===== src/rtl/regfile_wb_pkg.sv =====
// Shared constants for the register-file writeback arbiter: requester indices,
// default widths and the aging threshold.
package regfile_wb_pkg;

    localparam int NUM_REQ = 3;

    localparam logic [1:0] REQ_MEM  = 2'd0;
    localparam logic [1:0] REQ_ALU  = 2'd1;
    localparam logic [1:0] REQ_MDU  = 2'd2;
    localparam logic [1:0] REQ_NONE = 2'd3;

    localparam int WB_DATA_W    = 64;
    localparam int WB_ADDR_W    = 5;
    localparam int WB_AGE_LIMIT = 4;

    // Lowest set index wins, which is the base order MEM > ALU > MDU.
    function automatic logic [1:0] first_set(input logic [NUM_REQ-1:0] m);
        first_set = REQ_NONE;
        for (int i = NUM_REQ - 1; i >= 0; i--)
            if (m[i]) first_set = 2'(i);
    endfunction

endpackage


===== src/rtl/regfile_wb_arbiter_if.sv =====
// Requester handshakes and register-file write port of the writeback arbiter.
interface regfile_wb_arbiter_if #(
    parameter int DATA_W = 64,
    parameter int ADDR_W = 5
);
    logic              mem_vld, alu_vld, mdu_vld;
    logic [ADDR_W-1:0] mem_addr, alu_addr, mdu_addr;
    logic [DATA_W-1:0] mem_data, alu_data, mdu_data;
    logic              mem_rdy, alu_rdy, mdu_rdy;
    logic              D_En;
    logic [ADDR_W-1:0] D_Addr;
    logic [DATA_W-1:0] D;
    logic [1:0]        grant_id;
    logic [2:0]        starved;

    modport master (
        output mem_vld, alu_vld, mdu_vld, mem_addr, alu_addr, mdu_addr,
               mem_data, alu_data, mdu_data,
        input  mem_rdy, alu_rdy, mdu_rdy, D_En, D_Addr, D, grant_id, starved
    );

    modport slave (
        input  mem_vld, alu_vld, mdu_vld, mem_addr, alu_addr, mdu_addr,
               mem_data, alu_data, mdu_data,
        output mem_rdy, alu_rdy, mdu_rdy, D_En, D_Addr, D, grant_id, starved
    );
endinterface


===== src/rtl/wb_age_counter.sv =====
// Per-requester wait counter: counts cycles spent waiting with vld high,
// saturates at AGE_LIMIT and flags the requester as aged there.
module wb_age_counter
    import regfile_wb_pkg::*;
#(
    parameter int AGE_LIMIT = WB_AGE_LIMIT,
    parameter int AGE_W     = 3
) (
    input  logic clk,
    input  logic reset,
    input  logic hold,
    input  logic vld,
    input  logic grant,
    output logic aged
);
    logic [AGE_W-1:0] cnt_q, cnt_d;

    always_comb begin
        cnt_d = cnt_q;
        if (!hold) begin
            if (grant || !vld)
                cnt_d = '0;
            else if (cnt_q != AGE_W'(AGE_LIMIT))
                cnt_d = cnt_q + 1'b1;
        end
    end

    always_ff @(posedge clk or negedge reset) begin
        if (!reset) cnt_q <= '0;
        else        cnt_q <= cnt_d;
    end

    assign aged = (cnt_q == AGE_W'(AGE_LIMIT));

endmodule


===== src/rtl/regfile_wb_arbiter.sv =====
// Arbitrates MEM/ALU/MDU writebacks onto the single register-file write port,
// aged requesters first, and registers the winner for one cycle.
module regfile_wb_arbiter
    import regfile_wb_pkg::*;
#(
    parameter int DATA_W    = WB_DATA_W,
    parameter int ADDR_W    = WB_ADDR_W,
    parameter int AGE_LIMIT = WB_AGE_LIMIT,
    parameter int AGE_W     = 3
) (
    input  logic clk,
    input  logic reset,
    input  logic hold,
    regfile_wb_arbiter_if.slave wb
);
    logic [NUM_REQ-1:0]             vld, rdy, aged;
    logic [NUM_REQ-1:0][ADDR_W-1:0] addr;
    logic [NUM_REQ-1:0][DATA_W-1:0] data;
    logic [1:0]                     sel;

    assign vld  = {wb.mdu_vld, wb.alu_vld, wb.mem_vld};
    assign addr = {wb.mdu_addr, wb.alu_addr, wb.mem_addr};
    assign data = {wb.mdu_data, wb.alu_data, wb.mem_data};

    // Aged requesters pre-empt everyone; base order breaks ties in both tiers.
    always_comb begin
        sel = REQ_NONE;
        rdy = '0;
        if (reset && !hold) begin
            if (|(vld & aged)) sel = first_set(vld & aged);
            else               sel = first_set(vld);
        end
        for (int i = 0; i < NUM_REQ; i++)
            rdy[i] = (sel == 2'(i));
    end

    for (genvar i = 0; i < NUM_REQ; i++) begin : g_age
        wb_age_counter #(.AGE_LIMIT(AGE_LIMIT), .AGE_W(AGE_W)) u_age (
            .clk   (clk),
            .reset (reset),
            .hold  (hold),
            .vld   (vld[i]),
            .grant (rdy[i]),
            .aged  (aged[i])
        );
    end

    logic              d_en_q, d_en_d;
    logic [ADDR_W-1:0] d_addr_q, d_addr_d;
    logic [DATA_W-1:0] d_q, d_d;
    logic [1:0]        grant_id_q, grant_id_d;

    // R0 requests are accepted but never raise the write enable.
    always_comb begin
        d_en_d     = 1'b0;
        d_addr_d   = d_addr_q;
        d_d        = d_q;
        grant_id_d = sel;
        if (sel != REQ_NONE) begin
            d_en_d   = (addr[sel] != '0);
            d_addr_d = addr[sel];
            d_d      = data[sel];
        end
    end

    always_ff @(posedge clk or negedge reset) begin
        if (!reset) begin
            d_en_q     <= 1'b0;
            d_addr_q   <= '0;
            d_q        <= '0;
            grant_id_q <= REQ_NONE;
        end else begin
            d_en_q     <= d_en_d;
            d_addr_q   <= d_addr_d;
            d_q        <= d_d;
            grant_id_q <= grant_id_d;
        end
    end

    assign wb.mem_rdy  = rdy[0];
    assign wb.alu_rdy  = rdy[1];
    assign wb.mdu_rdy  = rdy[2];
    assign wb.D_En     = d_en_q;
    assign wb.D_Addr   = d_addr_q;
    assign wb.D        = d_q;
    assign wb.grant_id = grant_id_q;
    assign wb.starved  = aged;

endmodule


===== src/flat_wrapper.sv =====
// flat-port wrapper written by rule: the top's interface ports become plain ports
module regfile_wb_arbiter_flat import regfile_wb_pkg::*;
#(
    parameter int DATA_W    = WB_DATA_W,
    parameter int ADDR_W    = WB_ADDR_W,
    parameter int AGE_LIMIT = WB_AGE_LIMIT,
    parameter int AGE_W     = 3
)
  (clk, reset, hold, wb_mem_vld, wb_alu_vld, wb_mdu_vld, wb_mem_addr, wb_alu_addr, wb_mdu_addr, wb_mem_data, wb_alu_data, wb_mdu_data, wb_mem_rdy, wb_alu_rdy, wb_mdu_rdy, wb_D_En, wb_D_Addr, wb_D, wb_grant_id, wb_starved);
  regfile_wb_arbiter_if #(.DATA_W(DATA_W), .ADDR_W(ADDR_W)) wb_i ();
  input  logic clk;
  input  logic reset;
  input  logic hold;
  input wire logic [$bits(wb_i.mem_vld)-1:0] wb_mem_vld;
  input wire logic [$bits(wb_i.alu_vld)-1:0] wb_alu_vld;
  input wire logic [$bits(wb_i.mdu_vld)-1:0] wb_mdu_vld;
  input wire logic [$bits(wb_i.mem_addr)-1:0] wb_mem_addr;
  input wire logic [$bits(wb_i.alu_addr)-1:0] wb_alu_addr;
  input wire logic [$bits(wb_i.mdu_addr)-1:0] wb_mdu_addr;
  input wire logic [$bits(wb_i.mem_data)-1:0] wb_mem_data;
  input wire logic [$bits(wb_i.alu_data)-1:0] wb_alu_data;
  input wire logic [$bits(wb_i.mdu_data)-1:0] wb_mdu_data;
  output wire logic [$bits(wb_i.mem_rdy)-1:0] wb_mem_rdy;
  output wire logic [$bits(wb_i.alu_rdy)-1:0] wb_alu_rdy;
  output wire logic [$bits(wb_i.mdu_rdy)-1:0] wb_mdu_rdy;
  output wire logic [$bits(wb_i.D_En)-1:0] wb_D_En;
  output wire logic [$bits(wb_i.D_Addr)-1:0] wb_D_Addr;
  output wire logic [$bits(wb_i.D)-1:0] wb_D;
  output wire logic [$bits(wb_i.grant_id)-1:0] wb_grant_id;
  output wire logic [$bits(wb_i.starved)-1:0] wb_starved;
  assign wb_i.mem_vld = wb_mem_vld;
  assign wb_i.alu_vld = wb_alu_vld;
  assign wb_i.mdu_vld = wb_mdu_vld;
  assign wb_i.mem_addr = wb_mem_addr;
  assign wb_i.alu_addr = wb_alu_addr;
  assign wb_i.mdu_addr = wb_mdu_addr;
  assign wb_i.mem_data = wb_mem_data;
  assign wb_i.alu_data = wb_alu_data;
  assign wb_i.mdu_data = wb_mdu_data;
  assign wb_mem_rdy = wb_i.mem_rdy;
  assign wb_alu_rdy = wb_i.alu_rdy;
  assign wb_mdu_rdy = wb_i.mdu_rdy;
  assign wb_D_En = wb_i.D_En;
  assign wb_D_Addr = wb_i.D_Addr;
  assign wb_D = wb_i.D;
  assign wb_grant_id = wb_i.grant_id;
  assign wb_starved = wb_i.starved;
  regfile_wb_arbiter #(.DATA_W(DATA_W), .ADDR_W(ADDR_W), .AGE_LIMIT(AGE_LIMIT), .AGE_W(AGE_W)) u_core (.clk(clk), .reset(reset), .hold(hold), .wb(wb_i));
endmodule

===== config.mk =====
export PLATFORM = sky130hd
export DESIGN_NAME = regfile_wb_arbiter_flat
export DESIGN_NICKNAME = d
export VERILOG_FILES = /design/src/rtl/regfile_wb_pkg.sv /design/src/rtl/regfile_wb_arbiter_if.sv /design/src/rtl/wb_age_counter.sv /design/src/rtl/regfile_wb_arbiter.sv /design/src/flat_wrapper.sv
export SDC_FILE = /design/constraint.sdc
export NUM_CORES = 1
export LEC_CHECK = 0
export CORE_UTILIZATION = 37
export DETAILED_ROUTE_END_ITERATION = 10
export PLACE_DENSITY_LB_ADDON = 0.08
export SLEW_MARGIN = 10
export SYNTH_ARGS = -nofsm -noshare
export SYNTH_HDL_FRONTEND = slang
export SYNTH_HIERARCHICAL = 1
export SYNTH_SLANG_ARGS = --single-unit
export TNS_END_PERCENT = 100

===== constraint.sdc =====
create_clock -name clk -period 3.6 [get_ports clk]
set_clock_uncertainty 0.1 [all_clocks]
set_input_delay 1.08 -clock clk [delete_from_list [all_inputs] [get_ports clk]]
set_output_delay 1.08 -clock clk [all_outputs]
set_load 0.02 [all_outputs]

### After elaboration in Yosys (flattened, before gate mapping)

Index checks and enable logic that the tools add are counted.
W data, S select, Z words.

* bitwise logic cells: 2
* order comparisons: 1
* add/subtract/negate cells: 3
* equal/unequal tests: 9
* reduce and logical (&&, ||, !) cells: 17
* muxes and demuxes: 19

Operator list (number)
* $bmux W64 S2: 1
* $mux W64: 1
* $mux W3: 6
* $mux W2: 6
* $bmux W5 S2: 1
* $add A3 B1 Y3 const B: 3
* $eq A3 B3 Y1 const B: 3
* $ne A3 B3 Y1 const B: 3
* $reduce_and A2 Y1: 3
* $reduce_bool A2 Y1: 3
* $mux W5: 1
* $reduce_bool A5 Y1: 1
* $logic_not A1 Y1: 4
* $and A3 B3 Y3: 1
* $logic_or A1 B1 Y1: 3
* $lt A2 B3 Y1 const B: 1
* $mux W1: 3
* $reduce_or A3 Y1: 1
* $eq A2 B1 Y1 const B: 1
* $eq A2 B2 Y1 const B: 1
* $logic_not A2 Y1: 1
* $ne A2 B2 Y1 const B: 1
* $logic_and A1 B1 Y1: 1
* $not A1 Y1: 1

* logic and storage cells: 58
* input bits: 213
* register bits: 81

### Longest topological paths before layout

* depth in word-level cells: 11
* mapped depth: 13
* mapped depth without buffers: 12

### Cells and area by module

Netlist, hierarchy kept.

By module, submodules not included
* regfile_wb_arbiter: area each 4092.7 µm², times used 1, cells an instance 467
* wb_age_counter: area each 186.4 µm², times used 3, cells an instance 19

### Least setup slack after synthesis

No wires, ideal clock.

* path type: input-to-output
* from: in hold
* to: out wb_alu_rdy
* path buffers: 2
* cell stages on the path: 6
* slack: -0.063 ns
* arrival time: 2.483 ns
* cell sequence: nand2b_1 clkbuf_1 nor2_1 inv_1 buf_1 nor2_1

* longest elaborated chain between the ends: 4

RTL lines
* from (decl): RTL line flat_wrapper.sv:13 `input logic hold;`
* $logic_not A1 Y1
* $logic_and A1 B1 Y1: RTL line regfile_wb_arbiter.sv:29 `if (reset && !hold) begin`
* $mux W2: RTL line regfile_wb_arbiter.sv:29
* net u_core.grant_id_d[1]: RTL line regfile_wb_arbiter.sv:51 `logic [1:0] grant_id_q, grant_id_d;`
* $eq A2 B1 Y1: RTL line regfile_wb_arbiter.sv:34 `rdy[i] = (sel == 2'(i));`
* to (decl): RTL line flat_wrapper.sv:24 `output wire logic [$bits(wb_i.alu_rdy)-1:0] wb_alu_rdy;`

The timed path passes the listed nets, and every way through them passes these cells.

### Final worst setup path

* from: in hold
* to: out wb_mem_rdy

* longest elaborated chain between the ends: 4

RTL lines
* $logic_not A1 Y1
* $logic_and A1 B1 Y1: RTL line regfile_wb_arbiter.sv:29
* $mux W2: RTL line regfile_wb_arbiter.sv:29
* $logic_not A2 Y1: RTL line regfile_wb_arbiter.sv:34
* to (decl): RTL line flat_wrapper.sv:23 `output wire logic [$bits(wb_i.mem_rdy)-1:0] wb_mem_rdy;`

Every way passes these cells.

==> metrics.md <==
| Metric | Value |
|---|---|
| Num ports | `a little under 300` |
| Total Power | `0.003275 W` |
| H-tree levels | `3` |
| CP Cell Sequence | `clkdlybuf4s50_1 > nand2b_2 > a21oi_4 > clkinv_2 > nor2_2 > buf_4` |
| Fin. max-slew vios | `0` |
| Most frequent cell after synthesis | `nand2_1` |
| Core ar. | `0.01211 mm^2` |
| Clk sinks | `81` |
| Dominant synthesized flop cell | `dfrtp_1` |
| DRC errors left | `0` |
| Syn Std Cell Area | `0.004652 mm^2` |
| Final core occ | `67.07%` |
| Status | `complete, no violations` |
| WL final | `16570 um` |
| Number of buffers created by CTS | `9` |
| GRT Total Usage | `25.15%` |
| Vias in the first global route | `5009` |
| Clk root buf | `clkbuf_16` |
| Die area | `0.01303 mm^2` |
| Total gr overflow | `0` |
| Worst hold-check path type | `reg -> reg` |
| Busiest grt layer | `met2` |
| Slowest CP cell | `clkdlybuf4s50_1` |
| Rows | `40` |
| Initial antenna violation count | `0` |
| # fillers | `1018` |
| #FFs+latches synth | `81` |
| Nets | `1029` |
| Setup crit start kind | `input port` |
| Post-Place Cells | `966` |
| Main area contributors after synthesis | `dfrtp_1, nand2_1, o21ai_0` |
| DPL Wire Length | `approximately 12000 um` |
| Post-synth ARST share | `100.0%` |
| GP Congestion | `approximately 0.90` |
| Met1 Usage GRT | `29.17%` |
| Unrepaired setup endpoints after global routing | `no` |
| Die height | `114.1 um` |
| Post-synth top area share | `42.50%` |
| Max IR drop VDD | `0.0001940 V` |
| Post-synthesis cell type count | `41` |
| Global-route wire length before repair | `25340 um` |
| M2 GR Usage | `a little under half` |
| Worst-path clk slew | `60 ps` |
| Mapped Avg Cell Area | `8.878 um^2` |
| Worst-Skew Late Latency | `330 ps` |
| Share of layout cells above drive strength 1 | `a little under an eighth` |
| CP max stage delay | `around 420 ps` |
| Layout area overhead | `74.61%` |
| Setup-failing EPs final | `0` |
| Buf+Inv Stages, Crit Path | `3` |
| Seq/Total Area, Yosys | `43.63%` |
| CP Class | `in -> out` |
| Die X | `114.1 um` |
| Post-synth top cells | `nand2_1, dfrtp_1, o21ai_0, mux2_2, nand3_1` |
| Drt pass-1 iters | `4` |
| PortBufs | `290` |
| CP max FO | `3` |
| Via count | `5026` |
| Avg WL per Cell | `16.86 um` |
| P per Cell Area | `403.2 mW/mm^2` |
| DRT iter0 DRCs | `between 200 and 300` |
| Period utilization | `between 90% and 100%` |
| Syn_nets | `743` |
| Fmax | `285.9 MHz` |
| Number of synthesized flops with an enable pin | `0` |
| Non-filler cells, final | `around 980` |
| GR Layer Usage met3 | `5.082%` |
| Post-layout min period | `3497 ps` |
| CP Data Required Time | `2420 ps` |
| Drt via density | `5.113` |
| Static Leak | `3.397 nW` |
| Maxcap violations | `0` |
| CP delay by family, top | `buffers and inverters` |
| CTS tree | `built` |
| Worst Max-Slew Pin Slew | `646.8 ps` |
| Routed Antenna Nets | `0` |
| Pin count of the biggest net entering global routing | `65` |
| Setup crit end kind | `primary output` |
| Mapped Cells | `approximately 520` |
| Slew headroom | `a little under three fifths` |
| Clock Path Buffers | `2` |
| CTS hold repair buffers | `0` |
| Ys Warns | `6` |
| CP arrival | `2320 ps` |
| Initial core utilization | `38.41%` |
| Hold Violations, Final | `0` |
| Antenna fix cells | `0` |
| Area leader, netlist | `dfrtp_1` |
-- placed cells by master (no fill, tap or decap), drive strengths merged, types with 11 or more instances in the layout --
master,netlist,layout
inv,15,15
o21ai,81,81
a22oi,26,26
mux2,30,30
nand3,28,28
clkbuf,13,11
o221ai,12,12
buf,24,26
dfrtp,79,79
nand2,131,131
clkdlybuf4s50,0,284
mux2i,23,23
-- worst paths after layout --
check	depth (start not counted)	endpoint	startpoint	slack (ps)
worst max-delay path	6	wb_mem_rdy	hold	100
max in group asynchronous	3	u_core/wb.D[12]	reset	1650
worst max register to register	11	u_core/wb.D[48]	u_core/g_age[2].u_age/cnt_q[0]	900
worst min-delay path	2	u_core/wb.D[42]	u_core/wb.D[42]	380
worst min register to register	2	u_core/wb.D[42]	u_core/wb.D[42]	380
min in group asynchronous	2	u_core/wb.D_Addr[0]	reset	790
-- worst register-to-register path, stage by stage (launching register included) --
cell	delay, ps
dfrtp_1	400
inv_1	60
ha_1	180
nand2_2	70
inv_2	100
nor2b_1	260
o221ai_2	190
a21oi_4	200
buf_4	540
and3_1	290
a221oi_1	50
o21ai_0	180
-- report_power, final --
group	internal (W)	switching, W
clock	0.000554	0.000365
combinational	0.000639	0.000569
sequential	0.00106	0.0000851
-- metrics by stage --
step	hold slack (ps)	setup slack (ps)	TNS [ps]	cell area (um^2)
6_report	379.1	102.7	0	8123
5_1_grt	404.3	3.503	0	8123
3_5_place_dp	369.7	-571.0	-1506	7818
2_1_floorplan	391.5	66.52	0	4654
3_3_place_gp	360.6	-486.1	-1313	7818
4_1_cts	383.8	2.546	0	8127
-- cell type report --
| cell class | count | area (um^2) | share of cell area (%) |
|---|---|---|---|
| repair buffers | 312 | 3107 | 38.25 |
| clock buffers | 11 | 242.7 | 2.988 |
| well taps | 168 | 210.2 | 2.588 |
| multi-input cells | 390 | 2417 | 29.76 |
| clock inverters | 5 | 55.05 | 0.6778 |
| flip-flops and latches | 81 | 2029 | 24.98 |
| inverters | 16 | 61.31 | 0.7548 |
-- sequential cells by signal, summed over array words and instances (netlist names) --
register and count:
u_core/wb.D 64, u_core/g_age.u_age/cnt_q 9, u_core/wb.D_Addr 5, u_core/wb.grant_id 2, u_core/wb.D_En 1
-- cells by family after synthesis --
logic type               Yosys count  synth area share, %
AO/OA/AOI/OAI                    149                20.04
adder cells (fa/ha/maj)            6                1.614
buffers and inverters             53                5.325
flip-flops                        81                43.63
multiplexers                      53                12.37
AND/OR/NAND/NOR                  182                17.03
-- routing by layer --
layer	up-vias	routed length, um
met5	-	0
met3	32	1119
met2	191	8431
met1	2378	6607
met4	0	411
li1	2425	-
-- timing repair --
action                                  4_1_cts  5_1_grt
setup buffers                                 1        0
pin swaps                                     3        0
endpoints found under the setup margin        3        1
gates resized for setup                      19        2
(Power assumes the default switching activity.)
